$ cat config.mk
export PLATFORM = sky130hd
export DESIGN_NAME = vga_rect_plotter
export DESIGN_NICKNAME = d
export VERILOG_FILES = /design/src/rtl/doom58_vga_pkg.sv /design/src/rtl/vga_clip_bounds.sv /design/src/rtl/vga_rect_plotter.sv
export SDC_FILE = /design/constraint.sdc
export NUM_CORES = 1
export LEC_CHECK = 0
export BUFFER_PORTS_ARGS = -buffer_cell sky130_fd_sc_hd__buf_2
export CORE_ASPECT_RATIO = 0.8
export CORE_MARGIN = 2
export CORE_UTILIZATION = 30
export CTS_BUF_LIST = sky130_fd_sc_hd__clkbuf_16
export CTS_CLUSTER_DIAMETER = 200
export DETAILED_ROUTE_END_ITERATION = 10
export PLACE_DENSITY_LB_ADDON = 0.12
export SETUP_SLACK_MARGIN = 0.1
export SLEW_MARGIN = 20
export SYNTH_ARGS = -nofsm -noshare
export SYNTH_HDL_FRONTEND = slang
export SYNTH_SLANG_ARGS = --single-unit
$ cat constraint.sdc
create_clock -name clock -period 2.4 [get_ports clock]
set_clock_uncertainty 0.05 [all_clocks]
set_input_delay 0.48 -clock clock [delete_from_list [all_inputs] [get_ports clock]]
set_output_delay 0.48 -clock clock [all_outputs]
set_load 0.005 [all_outputs]
$ cat src/rtl/doom58_vga_pkg.sv
// Shared defaults and state encoding for the VGA rectangle plotter.
//   SCREEN_W/H_DEF : visible resolution
//   X_W/Y_W_DEF    : coordinate widths (2^X_W >= SCREEN_W, 2^Y_W >= SCREEN_H)
//   COLOUR_W_DEF   : colour bits per pixel
package doom58_vga_pkg;
  localparam int SCREEN_W_DEF = 160;
  localparam int SCREEN_H_DEF = 120;
  localparam int X_W_DEF      = 8;
  localparam int Y_W_DEF      = 7;
  localparam int COLOUR_W_DEF = 3;

  typedef enum logic {
    IDLE = 1'b0,
    DRAW = 1'b1
  } state_e;
endpackage

$ cat src/rtl/vga_clip_bounds.sv
// Combinational clipper: turns a rectangle request (or clear) into
// on-screen scan bounds.
//   i_clear        : 1 = whole screen, ignore x/y/w/h
//   i_x/i_y/i_w/i_h: rectangle origin and size
//   o_x0/o_y0      : first column / row
//   o_x_end/o_y_end: one past last column / row (one bit wider than coords)
//   o_empty        : nothing on screen to draw
module vga_clip_bounds
  import doom58_vga_pkg::*;
#(
  parameter int SCREEN_W = SCREEN_W_DEF,
  parameter int SCREEN_H = SCREEN_H_DEF,
  parameter int X_W      = X_W_DEF,
  parameter int Y_W      = Y_W_DEF
) (
  input  logic         i_clear,
  input  logic [X_W-1:0] i_x,
  input  logic [Y_W-1:0] i_y,
  input  logic [X_W-1:0] i_w,
  input  logic [Y_W-1:0] i_h,
  output logic [X_W-1:0] o_x0,
  output logic [Y_W-1:0] o_y0,
  output logic [X_W:0]   o_x_end,
  output logic [Y_W:0]   o_y_end,
  output logic           o_empty
);
  localparam logic [X_W:0] XLIM = (X_W+1)'(SCREEN_W);
  localparam logic [Y_W:0] YLIM = (Y_W+1)'(SCREEN_H);

  // Sums carry an extra bit so x+w never wraps back onto the screen.
  logic [X_W:0] w_x_sum;
  logic [Y_W:0] w_y_sum;

  always_comb begin
    w_x_sum = {1'b0, i_x} + {1'b0, i_w};
    w_y_sum = {1'b0, i_y} + {1'b0, i_h};
    if (i_clear) begin
      o_x0    = '0;
      o_y0    = '0;
      o_x_end = XLIM;
      o_y_end = YLIM;
    end else begin
      o_x0    = i_x;
      o_y0    = i_y;
      o_x_end = (w_x_sum > XLIM) ? XLIM : w_x_sum;
      o_y_end = (w_y_sum > YLIM) ? YLIM : w_y_sum;
    end
  end

  // Covers zero width/height and origins that start past the screen edge.
  assign o_empty = ({1'b0, o_x0} >= o_x_end) || ({1'b0, o_y0} >= o_y_end);
endmodule

$ cat src/rtl/vga_rect_plotter.sv
// Pixel-stream engine for the vga_adapter plot port. Accepts a rectangle
// fill or full-screen clear over valid/ready and emits one clipped pixel
// per clock in row-major order.
//   clock, resetn            : clock, async active-low reset
//   req_valid/req_ready      : command handshake
//   req_clear                : clear mode (whole screen)
//   req_x/y/w/h, req_colour  : rectangle and fill colour
//   vga_x/y/colour/write     : adapter plot port (registered)
//   busy                     : drawing in progress
//   done                     : one-cycle completion pulse
module vga_rect_plotter
  import doom58_vga_pkg::*;
#(
  parameter int SCREEN_W = SCREEN_W_DEF,
  parameter int SCREEN_H = SCREEN_H_DEF,
  parameter int X_W      = X_W_DEF,
  parameter int Y_W      = Y_W_DEF,
  parameter int COLOUR_W = COLOUR_W_DEF
) (
  input  logic                clock,
  input  logic                resetn,
  input  logic                req_valid,
  output logic                req_ready,
  input  logic                req_clear,
  input  logic [X_W-1:0]      req_x,
  input  logic [Y_W-1:0]      req_y,
  input  logic [X_W-1:0]      req_w,
  input  logic [Y_W-1:0]      req_h,
  input  logic [COLOUR_W-1:0] req_colour,
  output logic [X_W-1:0]      vga_x,
  output logic [Y_W-1:0]      vga_y,
  output logic [COLOUR_W-1:0] vga_colour,
  output logic                vga_write,
  output logic                busy,
  output logic                done
);
  logic [X_W-1:0] w_x0;
  logic [Y_W-1:0] w_y0;
  logic [X_W:0]   w_x_end;
  logic [Y_W:0]   w_y_end;
  logic           w_empty;

  vga_clip_bounds #(
    .SCREEN_W (SCREEN_W),
    .SCREEN_H (SCREEN_H),
    .X_W      (X_W),
    .Y_W      (Y_W)
  ) u_clip (
    .i_clear (req_clear),
    .i_x     (req_x),
    .i_y     (req_y),
    .i_w     (req_w),
    .i_h     (req_h),
    .o_x0    (w_x0),
    .o_y0    (w_y0),
    .o_x_end (w_x_end),
    .o_y_end (w_y_end),
    .o_empty (w_empty)
  );

  state_e                r_state, w_state_nxt;
  logic [X_W-1:0]        r_x0, w_x0_nxt;
  // Store last column/row rather than end, so wrap tests are plain equality
  // against the output coordinate registers.
  logic [X_W-1:0]        r_xlast, w_xlast_nxt;
  logic [Y_W-1:0]        r_ylast, w_ylast_nxt;
  logic [X_W-1:0]        r_vga_x, w_vga_x_nxt;
  logic [Y_W-1:0]        r_vga_y, w_vga_y_nxt;
  logic [COLOUR_W-1:0]   r_vga_colour, w_vga_colour_nxt;
  logic                  r_vga_write, w_vga_write_nxt;
  logic                  r_busy, w_busy_nxt;
  logic                  r_done, w_done_nxt;
  logic                  r_ready, w_ready_nxt;

  always_ff @(posedge clock or negedge resetn) begin
    if (!resetn) begin
      r_state      <= IDLE;
      r_x0         <= '0;
      r_xlast      <= '0;
      r_ylast      <= '0;
      r_vga_x      <= '0;
      r_vga_y      <= '0;
      r_vga_colour <= '0;
      r_vga_write  <= 1'b0;
      r_busy       <= 1'b0;
      r_done       <= 1'b0;
      r_ready      <= 1'b1;
    end else begin
      r_state      <= w_state_nxt;
      r_x0         <= w_x0_nxt;
      r_xlast      <= w_xlast_nxt;
      r_ylast      <= w_ylast_nxt;
      r_vga_x      <= w_vga_x_nxt;
      r_vga_y      <= w_vga_y_nxt;
      r_vga_colour <= w_vga_colour_nxt;
      r_vga_write  <= w_vga_write_nxt;
      r_busy       <= w_busy_nxt;
      r_done       <= w_done_nxt;
      r_ready      <= w_ready_nxt;
    end
  end

  always_comb begin
    w_state_nxt      = r_state;
    w_x0_nxt         = r_x0;
    w_xlast_nxt      = r_xlast;
    w_ylast_nxt      = r_ylast;
    w_vga_x_nxt      = r_vga_x;
    w_vga_y_nxt      = r_vga_y;
    w_vga_colour_nxt = r_vga_colour;
    w_vga_write_nxt  = r_vga_write;
    w_busy_nxt       = r_busy;
    w_done_nxt       = 1'b0;
    w_ready_nxt      = r_ready;

    unique case (r_state)
      IDLE: begin
        w_vga_write_nxt = 1'b0;
        w_busy_nxt      = 1'b0;
        w_ready_nxt     = 1'b1;
        if (req_valid && r_ready) begin
          if (w_empty) begin
            w_done_nxt = 1'b1;
          end else begin
            w_state_nxt      = DRAW;
            w_x0_nxt         = w_x0;
            w_xlast_nxt      = X_W'(w_x_end - (X_W+1)'(1));
            w_ylast_nxt      = Y_W'(w_y_end - (Y_W+1)'(1));
            w_vga_x_nxt      = w_x0;
            w_vga_y_nxt      = w_y0;
            w_vga_colour_nxt = req_colour;
            w_vga_write_nxt  = 1'b1;
            w_busy_nxt       = 1'b1;
            w_ready_nxt      = 1'b0;
          end
        end
      end
      DRAW: begin
        // The output registers hold the pixel being written this cycle;
        // decide what the next one is.
        if (r_vga_x == r_xlast) begin
          if (r_vga_y == r_ylast) begin
            w_state_nxt     = IDLE;
            w_vga_write_nxt = 1'b0;
            w_busy_nxt      = 1'b0;
            w_done_nxt      = 1'b1;
            w_ready_nxt     = 1'b1;
          end else begin
            w_vga_x_nxt = r_x0;
            w_vga_y_nxt = r_vga_y + Y_W'(1);
          end
        end else begin
          w_vga_x_nxt = r_vga_x + X_W'(1);
        end
      end
      default: w_state_nxt = IDLE;
    endcase
  end

  assign req_ready  = r_ready;
  assign vga_x      = r_vga_x;
  assign vga_y      = r_vga_y;
  assign vga_colour = r_vga_colour;
  assign vga_write  = r_vga_write;
  assign busy       = r_busy;
  assign done       = r_done;
endmodule

==> flow_summary.toml <==
[clocking]
cts.reportedPaths.clkPinSlew_ns = 0.06
h-tree-depth = 2
cts_buffers = 5
root_buffer = "clkbuf_16"
clock_latency_ns = 0.28
cts_buffer_depth = 2
cts_hold_buf = 0
cts_tree = "built"
cts_sinks = 45

[global_routing]
grt_pass1_vias = 3760
antenna_found_initial = 0
grt_pass1_wl_um = 18500
use_met3_pct = 1.65
use_met2_pct = 26.8
grt_max_degree = 26
overflow = 0
grtUsageMet1_pct = 24.8
busiest_layer = "met2"
grt_usage_pct = 16.8

[pwr]
p_leak_nw = 2.76
cellPowerDensity_mw_per_mm2 = 563
irDropWorstVdd_mv = 0.249

[detailed_routing]
vias_per_cell = 4.85
drc = 0
drtPass1Iterations = 4
dr_total_vias = 3729
wire_per_inst_um = 14.2
first_iter_violations = 158
routed_wl_um = 10900
ant_nets = 0

[timing]
finalSetupViolCount = 45
period_minus_slack_ns = 3.90
timing.fmax_mhz = 257
tns_ns = -62.68
hold_viol = 0
fin_ws_ns = -1.50
finalMaxSlewViolations = 0
worstMarginPinSlew_ns = 0.497
rsz0062_at_grt = "yes"
max_slew_margin_pct = 66.8
fin_crit_sh_pct = 162

[worst_setup_path]
r2r_end = "vga_y[3]"
reg2reg_from = "vga_x[3]"
worstSetupEndpointType = "register"
crit_chain = "buf_6 -> ha_4 -> inv_2 -> fa_2 -> nand2b_4 -> a21oi_4 -> xor2_4 -> a2111oi_4 -> or3_4 -> and3_4 -> ha_4 -> nand2b_4 -> a21o_1 -> a211o_1 -> a211oi_4 -> buf_4 -> a21oi_4 -> a211o_1"
r2r_cells = 8
start_kind = "primary input"
crit_slowest_cell = "a211oi_4"
critPathBufInv = 3
crit_arrival_ns = 4.01
slowest_delay_ns = 0.39
rrSetupSlack_ns = -0.01
crit_family = "compound AO/OA/AOI/OAI gates"
path_class = "primary input to register"
cp.required_ns = 2.52
worstPathMaxFanout = 6

[logic_synthesis]
yosysWarnings = 0
ys_seq_elements = 45
syn_area_mm2 = 0.00374
syn_inst = 441
syn-num-nets = 514
async_reset_ff_share_pct = 100
synth_edf_count = 0
avgSynthCellArea_um2 = 8.48
netlist-cell-type-count = 69
ys_seq_area_share_pct = 30.1
ys.flop_type = "dfrtp_1"

[final_layout]
drive_gt1_share_pct = 44.7
final_nets = 689
final_common_cell = "buf_4"
finalInstanceArea_mm2 = 0.00577
area_delta_synth_final_pct = 54.2
n_fill_cell = 1194
antennaDiodeCount = 0
layout_common_cells = "buf_4, buf_2, dfrtp_1, nand2_1, nor2_1"

[die]
fp.coreArea_mm2 = 0.0122
die-height_um = 104
start_util_pct = 30.8
dieWidth_um = 129
boundaryPins = 59
fp.dieArea_mm2 = 0.0134
rows = 36

[placement]
dpl_cell_area_mm2 = 0.00516
place.gp.congestion = 0.806
dp_hpwl_um = 8690
port-buffer-count = 58
post-place-ws_ns = -1.86

[worst_hold_path]
hp-class = "primary input to asynchronous set/reset pin"

[run_status]
status = "finished with violations"
failed_checks = "negative setup slack"

[job]
drv_cap = 0
==> timing repair <==
| action | 4_1_cts | 5_1_grt |
|---|---|---|
| gates cloned | 1 | 0 |
| buffers inserted | 9 | 0 |
| pin swaps | 37 | 12 |
| setup endpoints to repair | 45 | 45 |
| resized for setup | 59 | 26 |
==> per-layer routing <==
layer,share of wire (%),vias up
li1,-,1925
met1,51,1727
met4,0.82,0
met3,3.6,6
met2,44,71
met5,0,-
==> registers in the layout, indices dropped and copies added (netlist names) <==
register / count
r_xlast: 8
r_x0: 8
vga_y: 7
req_ready: 1
busy: 1
vga_x: 8
vga_colour: 3
done: 1
r_state: 1
r_ylast: 7
==> where the power goes <==
| group | switching [mW] | internal [mW] |
|---|---|---|
| logic | 0.696 | 0.806 |
| clock network | 0.284 | 0.486 |
| registers | 0.135 | 0.844 |
==> synthesized netlist by cell type (5+ instances only) <==
master	n	share of area, %
and2_1	5	0.84
dfrtp_1	44	29
nand2b_1	12	2.0
nor2_1	43	4.3
nor4_1	7	1.2
a31oi_1	5	0.84
nand2_1	47	4.7
nand3_1	12	1.6
o31ai_1	5	1.0
xor2_1	26	6.1
clkbuf_1	11	1.1
nor3_1	6	0.80
inv_1	19	1.9
o21ai_1	15	2.0
o21ai_0	12	1.6
nor2b_1	9	1.5
a21o_1	10	2.0
a21oi_1	30	4.0
ha_1	34	11
xnor2_1	12	2.8
==> logic make-up after synthesis <==
logic type	after synthesis	synth area share (%)
AOI/OAI and AO/OA	117	21.8
xor gates and xnor gates	38	8.90
buffers and inverters	37	4.08
muxes	4	1.10
adders and majority gates	36	12.4
DFF	45	30.1
and+or+nand+nor	164	21.5
==> how the worst max path moves through the flow <==
stage | start | cells after the start | slack [ns] | to
finish | req_w[0] | 18 | -1.50 | vga_y[4]
global route | req_w[0] | 18 | -1.61 | vga_y[0]
global placement | req_x[0] | 18 | -1.78 | vga_y[0]
detailed placement | req_x[0] | 18 | -1.86 | vga_y[0]
floorplan | req_x[0] | 19 | -1.58 | r_xlast[7]
CTS | req_w[0] | 18 | -1.50 | vga_y[0]
==> layout make-up <==
type	instances	area, µm²	area share, %
Clock inverter	3	38.8	0.672
Multi-Input combinational cell	359	2850	49.3
Tap cell	152	190	3.30
Clock buffer	5	125	2.17
Timing Repair Buffer	184	1360	23.6
Inverter	21	78.8	1.37
Sequential cell	45	1130	19.5
==> per-stage QoR <==
step                util [%]  power [mW]  hold WS (ns)  std cells
floorplan                  -        1.75         0.134        441
detailed placement      42.5        2.34         0.413        751
global placement        42.5        2.32         0.407        751
CTS                     46.6        3.23         0.121        769
finish                  47.4        3.25         0.103        769
global route            47.4        3.48         0.150        769
==> worst register-to-register path, stage by stage (launching register included) <==
cell      delay [ns]
dfrtp_1         0.47
xor2_1          0.18
nor4_1          0.41
nand2_1         0.19
nor3b_1         0.47
buf_4           0.22
nand4_1         0.08
a21boi_2        0.17
o311ai_2        0.07
Power figures use the tool's default switching activity.
